`src/rtl/timer_counter_if.sv`:
```
// Device-slot bus between the address bridge and the timer: word address,
// write data and write enable in; read data and interrupt request out.
interface timer_counter_if;
   logic [31:2] Addr;
   logic        WE;
   logic [31:0] WD;
   logic [31:0] RD;
   logic        IRQ;

   modport master (
      output Addr,
      output WE,
      output WD,
      input  RD,
      input  IRQ
   );

   modport slave (
      input  Addr,
      input  WE,
      input  WD,
      output RD,
      output IRQ
   );
endinterface

```
`src/rtl/timer_counter.sv`:
```
// Register-mapped 32-bit down-counting timer (IDLE/LOAD/CNT/INT) with a
// level interrupt request, one-shot or periodic.
module timer_counter (
   input  logic            clk,
   input  logic            reset_n,
   timer_counter_if.slave  bus
);

   localparam logic [1:0] ST_IDLE = 2'd0;
   localparam logic [1:0] ST_LOAD = 2'd1;
   localparam logic [1:0] ST_CNT  = 2'd2;
   localparam logic [1:0] ST_INT  = 2'd3;

   logic [3:0]  ctrl_q,     ctrl_d;
   logic [31:0] preset_q,   preset_d;
   logic [31:0] count_q,    count_d;
   logic        irq_flag_q, irq_flag_d;
   logic [1:0]  state_q,    state_d;

   logic        en;
   logic        periodic;
   logic        expire;
   logic [1:0]  offset;
   logic        unused_addr_bits;

   assign en       = ctrl_q[0];
   assign periodic = (ctrl_q[2:1] == 2'd1);
   assign offset   = bus.Addr[3:2];
   assign expire   = (state_q == ST_CNT) && en && (count_q <= 32'd1);
   assign unused_addr_bits = ^bus.Addr[31:4];

   always_comb begin
      ctrl_d     = ctrl_q;
      preset_d   = preset_q;
      count_d    = count_q;
      irq_flag_d = irq_flag_q;
      state_d    = state_q;

      case (state_q)
         ST_IDLE: begin
            if (en) state_d = ST_LOAD;
         end
         ST_LOAD: begin
            count_d = preset_q;
            state_d = en ? ST_CNT : ST_IDLE;
         end
         ST_CNT: begin
            if (!en) begin
               state_d = ST_IDLE;
            end else if (count_q > 32'd1) begin
               count_d = count_q - 32'd1;
            end else begin
               count_d = 32'd0;
               state_d = ST_INT;
            end
         end
         default: begin
            if (periodic) begin
               irq_flag_d = 1'b0;
               state_d    = ST_LOAD;
            end else begin
               ctrl_d[0] = 1'b0;
               state_d   = ST_IDLE;
            end
         end
      endcase

      // CPU writes are applied after the FSM so a CTRL write overrides the one-shot EN clear.
      if (bus.WE) begin
         case (offset)
            2'd0: begin
               ctrl_d     = bus.WD[3:0];
               irq_flag_d = 1'b0;
            end
            2'd1: preset_d = bus.WD;
            default: ;
         endcase
      end

      // Expiry outranks the flag clear of a simultaneous CTRL write.
      if (expire) irq_flag_d = 1'b1;
   end

   always_ff @(posedge clk or negedge reset_n) begin
      if (!reset_n) begin
         ctrl_q     <= 4'd0;
         preset_q   <= 32'd0;
         count_q    <= 32'd0;
         irq_flag_q <= 1'b0;
         state_q    <= ST_IDLE;
      end else begin
         ctrl_q     <= ctrl_d;
         preset_q   <= preset_d;
         count_q    <= count_d;
         irq_flag_q <= irq_flag_d;
         state_q    <= state_d;
      end
   end

   always_comb begin
      case (offset)
         2'd0:    bus.RD = {28'd0, ctrl_q};
         2'd1:    bus.RD = preset_q;
         2'd2:    bus.RD = count_q;
         default: bus.RD = 32'd0;
      endcase
   end

   assign bus.IRQ = irq_flag_q & ctrl_q[3];

endmodule

```
`src/flat_wrapper.sv`:
```
// flat-port wrapper written by rule: the top's interface ports become plain ports
module timer_counter_flat 
  (clk, reset_n, bus_Addr, bus_WE, bus_WD, bus_RD, bus_IRQ);
  timer_counter_if bus_i ();
  input  logic clk;
  input  logic reset_n;
  input wire logic [$bits(bus_i.Addr)-1:0] bus_Addr;
  input wire logic [$bits(bus_i.WE)-1:0] bus_WE;
  input wire logic [$bits(bus_i.WD)-1:0] bus_WD;
  output wire logic [$bits(bus_i.RD)-1:0] bus_RD;
  output wire logic [$bits(bus_i.IRQ)-1:0] bus_IRQ;
  assign bus_i.Addr = bus_Addr;
  assign bus_i.WE = bus_WE;
  assign bus_i.WD = bus_WD;
  assign bus_RD = bus_i.RD;
  assign bus_IRQ = bus_i.IRQ;
  timer_counter u_core (.clk(clk), .reset_n(reset_n), .bus(bus_i));
endmodule
```
`config.mk`:
```
export PLATFORM = sky130hd
export DESIGN_NAME = timer_counter_flat
export DESIGN_NICKNAME = d
export VERILOG_FILES = /design/src/rtl/timer_counter_if.sv /design/src/rtl/timer_counter.sv /design/src/flat_wrapper.sv
export SDC_FILE = /design/constraint.sdc
export NUM_CORES = 1
export LEC_CHECK = 0
export BUFFER_PORTS_ARGS = -buffer_cell sky130_fd_sc_hd__buf_2
export CAP_MARGIN = 30
export CORE_UTILIZATION = 54
export CTS_CLUSTER_SIZE = 14
export DETAILED_ROUTE_END_ITERATION = 10
export HOLD_SLACK_MARGIN = 0.08
export PLACE_DENSITY = 0.8
export SETUP_SLACK_MARGIN = 0.4
export SKIP_CTS_REPAIR_TIMING = 1
export SLEW_MARGIN = 20
export SYNTH_ARGS = -nofsm -noshare
export SYNTH_HDL_FRONTEND = slang
export SYNTH_SLANG_ARGS = --single-unit
```
`constraint.sdc`:
```
create_clock -name clk -period 3.4 [get_ports clk]
set_input_delay 0 -clock clk [delete_from_list [all_inputs] [get_ports clk]]
set_output_delay 0 -clock clk [all_outputs]
set_load 0.02 [all_outputs]
```
==> insert_results.sql, run 1 <==
INSERT INTO impl_metrics (metric_group, metric, value, unit) VALUES
('run_status', 'outcome', 'complete, no violations', ''),
('pwr', 'vdd_ir_drop_max', '439.2', 'µV'),
('clock_tree', 'worst_setup_hold_path_clk_slew', '0.07', 'ns'),
('drt', 'detail_route.vias_per_cell', '6.554', ''),
('setup_path', 'crit_family', 'simple AND/OR/NAND/NOR gates', ''),
('floorplanning', 'start_util', '55.87', '%'),
('synth', 'yosys_most_used_dff', 'dfrtp_1', ''),
('synth', 'synth-seq-cells', '71', ''),
('pwr', 'p_switching', '0.001435', 'W'),
('clock_tree', 'clock_tree.root_cell', 'clkbuf_8', ''),
('final_layout', 'final_common_cell', 'dfrtp_1', ''),
('pwr', 'power.combinational.fraction', '39.4', '%'),
('worst_hold_path', 'hold_crit_class', 'in2reg', ''),
('floorplanning', 'core.rowCount', '31', ''),
('global_route', 'grt_max_degree', '33', ''),
('drt', 'drc', '0', ''),
('setup_path', 'worst-path-max-fanout', '10', ''),
('placed_design', 'place_area', '4508', 'µm²'),
('worst_hold_path', 'holdPathStages', '3', ''),
('timing', 'timing_worst_slew_pin_value', '0.9867', 'ns'),
('floorplanning', 'core-area', '7253', 'µm²'),
('clock_tree', 'numCtsBuffers', '9', ''),
('final_layout', 'final_cell_mix', 'dfrtp_1 (71), buf_2 (69), nand2_1 (45), mux2_2 (34), dlygate4sd3_1 (33)', ''),
('setup_path', 'cp-start-kind', 'flip-flop', ''),
('drt', 'drt_pass1_iterations', '5', ''),
('clock_tree', 'tritoncts', 'built', ''),
('clock_tree', 'clk_path_buf_depth', '2', ''),
('final_layout', 'antenna_cells', '0', ''),
('pwr', 'p_leak', '2.203', 'nW'),
('setup_path', 'cp.buffers_inverters', '0', ''),
('timing', 'setup-violations-final', '0', ''),
('setup_path', 'r2r-end', 'u_core.count_q[7]', ''),
('pwr', 'power-per-cell-area', '684.1', 'nW/µm²'),
('synth', 'synth_seq_area_share', '43.84', '%'),
('synth', 'synthesis.instances', '407', ''),
('final_layout', 'finish.net_count', '572', ''),
('setup_path', 'crit_path_max_incr_delay', '0.64', 'ns'),
('global_route', 'grt_use_total', '29.64', '%'),
('setup_path', 'path_common_cell', 'or4_1', ''),
('setup_path', 'crit_path_end_kind', 'flip-flop', ''),
('final_layout', 'final_area', '4996', 'µm²'),
('placed_design', 'buffer_ports.inserted', '69', ''),
('pwr', 'internal_power', '0.001983', 'W'),
('timing', 'hold_viol', '0', ''),
('setup_path', 'crit_slowest_cell', 'or4_1', ''),
('run', 'drv.max_cap_violation_count', '0', ''),
('drt', 'wire_per_inst', '19.13', 'µm'),
('global_route', 'grt_first_pass_wirelength', '17.44', 'mm'),
('timing', 'fin_setup_tns', '0', 'ns'),
('timing', 'rsz0062_at_grt', 'false', ''),
('setup_path', 'crit_path_cell_trace', 'or4_1 -> or4_1 -> or3_1 -> nand2_1 -> o2111ai_1', ''),
('setup_path', 'crit_type', 'reg2reg', ''),
('timing', 'fmax', '341.5', 'MHz'),
('synth', 'synth-edff-count', '0', ''),
('pwr', 'power.sequential.fraction', '43.4', '%'),
('setup_path', 'reg2reg_depth', '5', ''),
('floorplanning', 'pin_count', '98', ''),
('floorplanning', 'height_of_the_die', '88.63', 'µm'),
('drt', 'detail_route.iter0.violations', '417', ''),
('synth', 'synthDistinctLibCells', '55', ''),
('placed_design', 'gp_congestion', '0.9310', ''),
('synth', 'mappedNetlistNets', '474', ''),
('global_route', 'grt_antenna_before_repair', '0', ''),
('setup_path', 'cp_data_arrival_time', '3.14', 'ns'),
('timing', 'fin_skew', '0.007125', 'ns'),
('pwr', 'power.switching_fraction', '41.98', '%'),
('synth', 'async_s_r_ff_share_synth', '100.0', '%'),
('floorplanning', 'floorplan.die_area', '7855', 'µm²'),
('final_layout', 'area_delta_synth_final', '23.28', '%'),
('global_route', 'grt.overflow.total', '0', ''),
('drt', 'ant_nets', '0', '');
-- metal layers --
layer  wire [µm]  track usage (%)  share of wire (%)  up-vias
met4         323            9.971                2.8        0
met5           0                0                  0        -
met3        1166            6.623                 10       31
met1        4637            40.57                 40     1917
li1            -                -                  -     1774
met2        5501            46.78                 47      263
-- worst register-to-register path, cell delays in order, from the launching register on --
cell       delay [ns]
dfrtp_1          0.43
or4_1            0.64
or4_1            0.60
or3_1            0.60
nand2_1          0.34
o2111ai_1        0.17
-- area by class of cell --
cell class	count	area (µm²)
clock buffers	14	152.6
clock inverters	1	5.005
fillers	588	2257
inverters	8	30.03
multi-input cells	299	2127
flip-flops and latches	71	1777
well taps	99	123.9
repair buffers	116	780.7
-- sequential cells by signal, summed over array words and instances (netlist names) --
| signal | count |
|---|---|
| u_core.state_q | 2 |
| u_core.count_q | 32 |
| u_core.preset_q | 32 |
| u_core.ctrl_q | 4 |
| u_core.irq_flag_q | 1 |
-- worst max path at each step --
stage | from | to | cells past startpoint
finish | u_core.count_q[24] | u_core.count_q[7] | 5
global route | u_core.count_q[24] | u_core.count_q[7] | 5
CTS | u_core.count_q[24] | u_core.count_q[26] | 6
detailed placement | u_core.count_q[24] | u_core.count_q[26] | 6
global placement | u_core.count_q[24] | u_core.count_q[26] | 6
floorplan | u_core.count_q[18] | u_core.count_q[10] | 7
-- cell usage after synthesis (all sizes together) (4+ instances only) --
| master | n | area (µm²) |
|---|---|---|
| a22oi | 8 | 60.06 |
| nand2 | 45 | 168.9 |
| nor3 | 6 | 46.30 |
| o41ai | 8 | 70.07 |
| or4 | 11 | 90.08 |
| o211ai | 11 | 82.58 |
| or3 | 12 | 75.07 |
| nor2 | 14 | 52.55 |
| nand4 | 6 | 37.54 |
| buf | 8 | 50.04 |
| inv | 8 | 30.03 |
| o21ai | 16 | 83.83 |
| a22o | 32 | 280.3 |
| nand3 | 16 | 80.08 |
| nor4 | 8 | 50.05 |
| a31oi | 6 | 37.54 |
| clkbuf | 21 | 78.83 |
| a21oi | 7 | 35.03 |
| mux2i | 5 | 50.05 |
| o311ai | 5 | 43.79 |
| dfrtp | 71 | 1777 |
| mux2 | 34 | 382.9 |
| o31ai | 4 | 30.03 |
| nor2b | 5 | 31.28 |
| nand2b | 5 | 31.28 |
-- cell families after synthesis --
logic type,count (synthesis),synth area share (%)
flops,71,43.84
simple gates,141,18.71
mux,39,10.68
buf+inv,37,3.921
fa+ha+maj,2,0.6174
compound gates,117,22.23
-- per-stage QoR --
stage | std cells | worst slack [ns] | total power [W]
floorplan | 407 | 0.8848 | 0.002327
global placement | 560 | 0.5607 | 0.002702
detailed placement | 560 | 0.5344 | 0.002764
CTS | 575 | 0.5002 | 0.003353
global route | 608 | 0.4200 | 0.003616
finish | 608 | 0.4721 | 0.003418
-- power by group through the flow --
stage / logic (W) / registers [W] / clock network [W]
finish: 0.00135 / 0.00148 / 0.000587
global placement: 0.00124 / 0.00146 / 0
global route: 0.00147 / 0.00152 / 0.000630
CTS: 0.00130 / 0.00146 / 0.000593
detailed placement: 0.00129 / 0.00147 / 0
floorplan: 0.000982 / 0.00135 / 0
No activity file was read; power rests on OpenSTA's default activity.
==> run 2, diff against run 1 <==
==> constraint.sdc (replaced) <==
create_clock -name clk -period 3.4 [get_ports clk]
set_input_delay 0.17 -clock clk [delete_from_list [all_inputs] [get_ports clk]]
set_output_delay 0.17 -clock clk [all_outputs]
set_load 0.02 [all_outputs]
==> run 2 against run 1 <==
Against the previous run:
- clock skew up 0.0046 ns
- die area unchanged
- via count down 0.75%
- global-route usage down 0.17 points
- design area up 1.1%
- clock power up 42%
- combinational power about the same
- first-iteration DRC count down 4.3%
- sequential share of layout area down 0.38 points
==> insert_results.sql, run 2 (synthesis gave the netlist of run 1 again) <==
INSERT INTO impl_metrics (metric_group, metric, value, unit) VALUES
('floorplanning', 'core-area', '7253', 'µm²'),
('final_layout', 'antenna_cells', '0', ''),
('pwr', 'internal_power', '0.002203', 'W'),
('pwr', 'vdd_ir_drop_max', '385.0', 'µV'),
('timing', 'timing_worst_slew_pin_value', '0.9279', 'ns'),
('drt', 'ant_nets', '0', ''),
('final_layout', 'regs_by_ff_count', 'u_core.count_q x32, u_core.preset_q x32, u_core.ctrl_q x4', ''),
('worst_hold_path', 'holdPathStages', '2', ''),
('run', 'drv.max_cap_violation_count', '0', ''),
('setup_path', 'worst-path-max-fanout', '7', ''),
('pwr', 'power.switching_fraction', '39.74', '%'),
('setup_path', 'cp_data_required_time', '3.68', 'ns'),
('worst_hold_path', 'hold_crit_class', 'in2reg', ''),
('drt', 'drt_pass1_iterations', '5', ''),
('drt', 'wire_per_inst', '18.77', 'µm'),
('clock_tree', 'cts_htree_levels', '3', ''),
('final_layout', 'area_delta_synth_final', '24.61', '%'),
('worst_hold_path', 'hold_path.startpoint', 'bus_WD[27]', ''),
('drt', 'drc', '0', ''),
('final_layout', 'multi_input_area', '2130', 'µm²'),
('setup_path', 'crit_path_end_kind', 'flip-flop', ''),
('placed_design', 'buffer_ports.inserted', '69', ''),
('pwr', 'power-per-cell-area', '723.8', 'nW/µm²'),
('timing', 'fin_setup_tns', '0', 'ns'),
('final_layout', 'final_common_cell', 'dfrtp_1', ''),
('drt', 'detail_route.vias_per_cell', '6.537', ''),
('clock_tree', 'clk_lat_worst_skew', '0.35', 'ns'),
('placed_design', 'place_ws', '0.5226', 'ns'),
('drt', 'route.final.wire_length', '11.36', 'mm'),
('setup_path', 'crit_type', 'reg2reg', ''),
('timing', 'final_max_slew_viol_count', '0', ''),
('global_route', 'grt.overflow.total', '0', ''),
('final_layout', 'filler_cell_count', '591', ''),
('timing', 'hold_ws', '0.05689', 'ns'),
('timing', 'rsz0062_at_grt', 'false', ''),
('floorplanning', 'core.rowCount', '31', ''),
('timing', 'hold_viol', '0', ''),
('clock_tree', 'cts_sinks', '71', ''),
('clock_tree', 'clock_tree.root_cell', 'clkbuf_8', ''),
('setup_path', 'path_common_cell', 'or4_1', ''),
('timing', 'post-route-worst-setup-slack', '0.5002', 'ns'),
('placed_design', 'dp_hpwl', '7.326', 'mm'),
('timing', 'fin_skew', '0.01176', 'ns'),
('clock_tree', 'worst_setup_hold_path_clk_slew', '0.08', 'ns'),
('global_route', 'use_met3', '4.851', '%'),
('pwr', 'p_leak', '2.221', 'nW'),
('global_route', 'grt_pass1_vias', '3643', ''),
('worst_hold_path', 'hold_end', 'u_core.preset_q[27]', ''),
('clock_tree', 'clk_path_buf_depth', '2', ''),
('global_route', 'met2_usage', '46.92', '%'),
('pwr', 'p_switching', '0.001452', 'W'),
('placed_design', 'gp_congestion', '0.9315', ''),
('timing', 'period_needed', '2.900', 'ns'),
('global_route', 'global_route.usage.met1', '39.88', '%'),
('run_status', 'outcome', 'complete, no violations', ''),
('final_layout', 'layout.core_utilization', '69.62', '%'),
('floorplanning', 'height_of_the_die', '88.63', 'µm'),
('floorplanning', 'floorplan.die_area', '7855', 'µm²'),
('timing', 'setup-violations-final', '0', ''),
('timing', 'period_share', '85.29', '%'),
('final_layout', 'finish.net_count', '568', ''),
('setup_path', 'cp.buffers_inverters', '1', ''),
('final_layout', 'final_layout_size_suffix_gt1_share', '29.25', '%'),
('final_layout', 'final_cell_mix', 'dfrtp_1 (71), buf_2 (69), nand2_1 (44), mux2_2 (34), a22o_1 (32)', ''),
('timing', 'fmax', '344.8', 'MHz'),
('setup_path', 'crit-reg2reg-launch', 'u_core.count_q[0]', ''),
('global_route', 'grt_antenna_before_repair', '0', ''),
('setup_path', 'cp_data_arrival_time', '3.18', 'ns'),
('clock_tree', 'numCtsBuffers', '9', ''),
('setup_path', 'crit_slowest_cell', 'nor4b_1', ''),
('pwr', 'power.combinational.fraction', '36.7', '%'),
('timing', 'worst_slew_margin_rel', '38.14', '%'),
('setup_path', 'crit_path_cell_trace', 'inv_1 -> ha_1 -> nor4b_1 -> nand2_1 -> or4_1 -> or4_1 -> nand3_1', ''),
('global_route', 'grt_use_total', '29.47', '%'),
('drt', 'detail_route.iter0.violations', '399', ''),
('global_route', 'grt_most_used_layer', 'met2', ''),
('setup_path', 'setup.reg_to_reg.worst_slack', '0.50', 'ns'),
('setup_path', 'r2r-end', 'u_core.count_q[14]', ''),
('floorplanning', 'pin_count', '98', ''),
('global_route', 'grt_max_degree', '33', ''),
('setup_path', 'crit_path_max_incr_delay', '0.61', 'ns'),
('floorplanning', 'start_util', '55.87', '%'),
('floorplanning', 'fp.dieW', '88.63', 'µm'),
('pwr', 'power.sequential.fraction', '40.5', '%'),
('global_route', 'grt_first_pass_wirelength', '17.52', 'mm'),
('setup_path', 'cp-start-kind', 'flip-flop', ''),
('clock_tree', 'tritoncts', 'built', ''),
('final_layout', 'layout.area.seq', '1777', 'µm²'),
('setup_path', 'reg2reg_depth', '7', ''),
('pwr', 'power.clock.fraction', '22.8', '%'),
('drt', 'dr_total_vias', '3955', ''),
('setup_path', 'crit_family', 'simple AND/OR/NAND/NOR gates', '');
[run 2: cell count changes in the layout (fill, tap and decap cells not counted), sizes merged]
cell,delta
clkinv,-1
clkbuf,-3
clkinvlp,+2
dlygate4sd3,-3
bufinv,+3
buf,-1
[run 2: power by group through the flow]
stage               Clock (W)  Combinational [W]  Sequential (W)
finish               0.000834            0.00134         0.00148
global route         0.000869            0.00147         0.00152
CTS                  0.000837            0.00130         0.00146
detailed placement          0            0.00128         0.00148
global placement            0            0.00124         0.00146
floorplan                   0           0.000982         0.00135
[run 2: layer usage]
| layer | share of wire [%] | up-vias |
|---|---|---|
| li1 | - | 1770 |
| met1 | 41 | 1916 |
| met2 | 48 | 241 |
| met3 | 9.1 | 28 |
| met4 | 1.8 | 0 |
| met5 | 0 | - |
[run 2: final cells by class]
cell class | instances | area share, %
Timing Repair Buffer | 112 | 14.72
Multi-Input combinational cell | 299 | 42.17
Tap cell | 99 | 2.453
Clock inverter | 5 | 2.081
Sequential cell | 71 | 35.18
Clock buffer | 11 | 2.800
Inverter | 8 | 0.5946
[run 2: how the worst max path moves through the flow]
stage | start | endpoint | cells past startpoint
3_5_place_dp | u_core.count_q[27] | u_core.count_q[7] | 5
2_1_floorplan | u_core.count_q[18] | u_core.count_q[10] | 7
5_1_grt | u_core.count_q[1] | u_core.count_q[14] | 7
6_report | u_core.count_q[0] | u_core.count_q[14] | 7
3_3_place_gp | u_core.count_q[24] | u_core.count_q[10] | 5
4_1_cts | u_core.count_q[27] | u_core.count_q[7] | 5
[run 2: through the flow]
stage                     area, µm²  power, W  cells
after detailed placement       4501  0.002761    559
after global routing           5050  0.003859    605
after global placement         4501  0.002695    559
after CTS                      4747  0.003599    575
final                          5050  0.003655    605
after floorplan                4053  0.002327    407
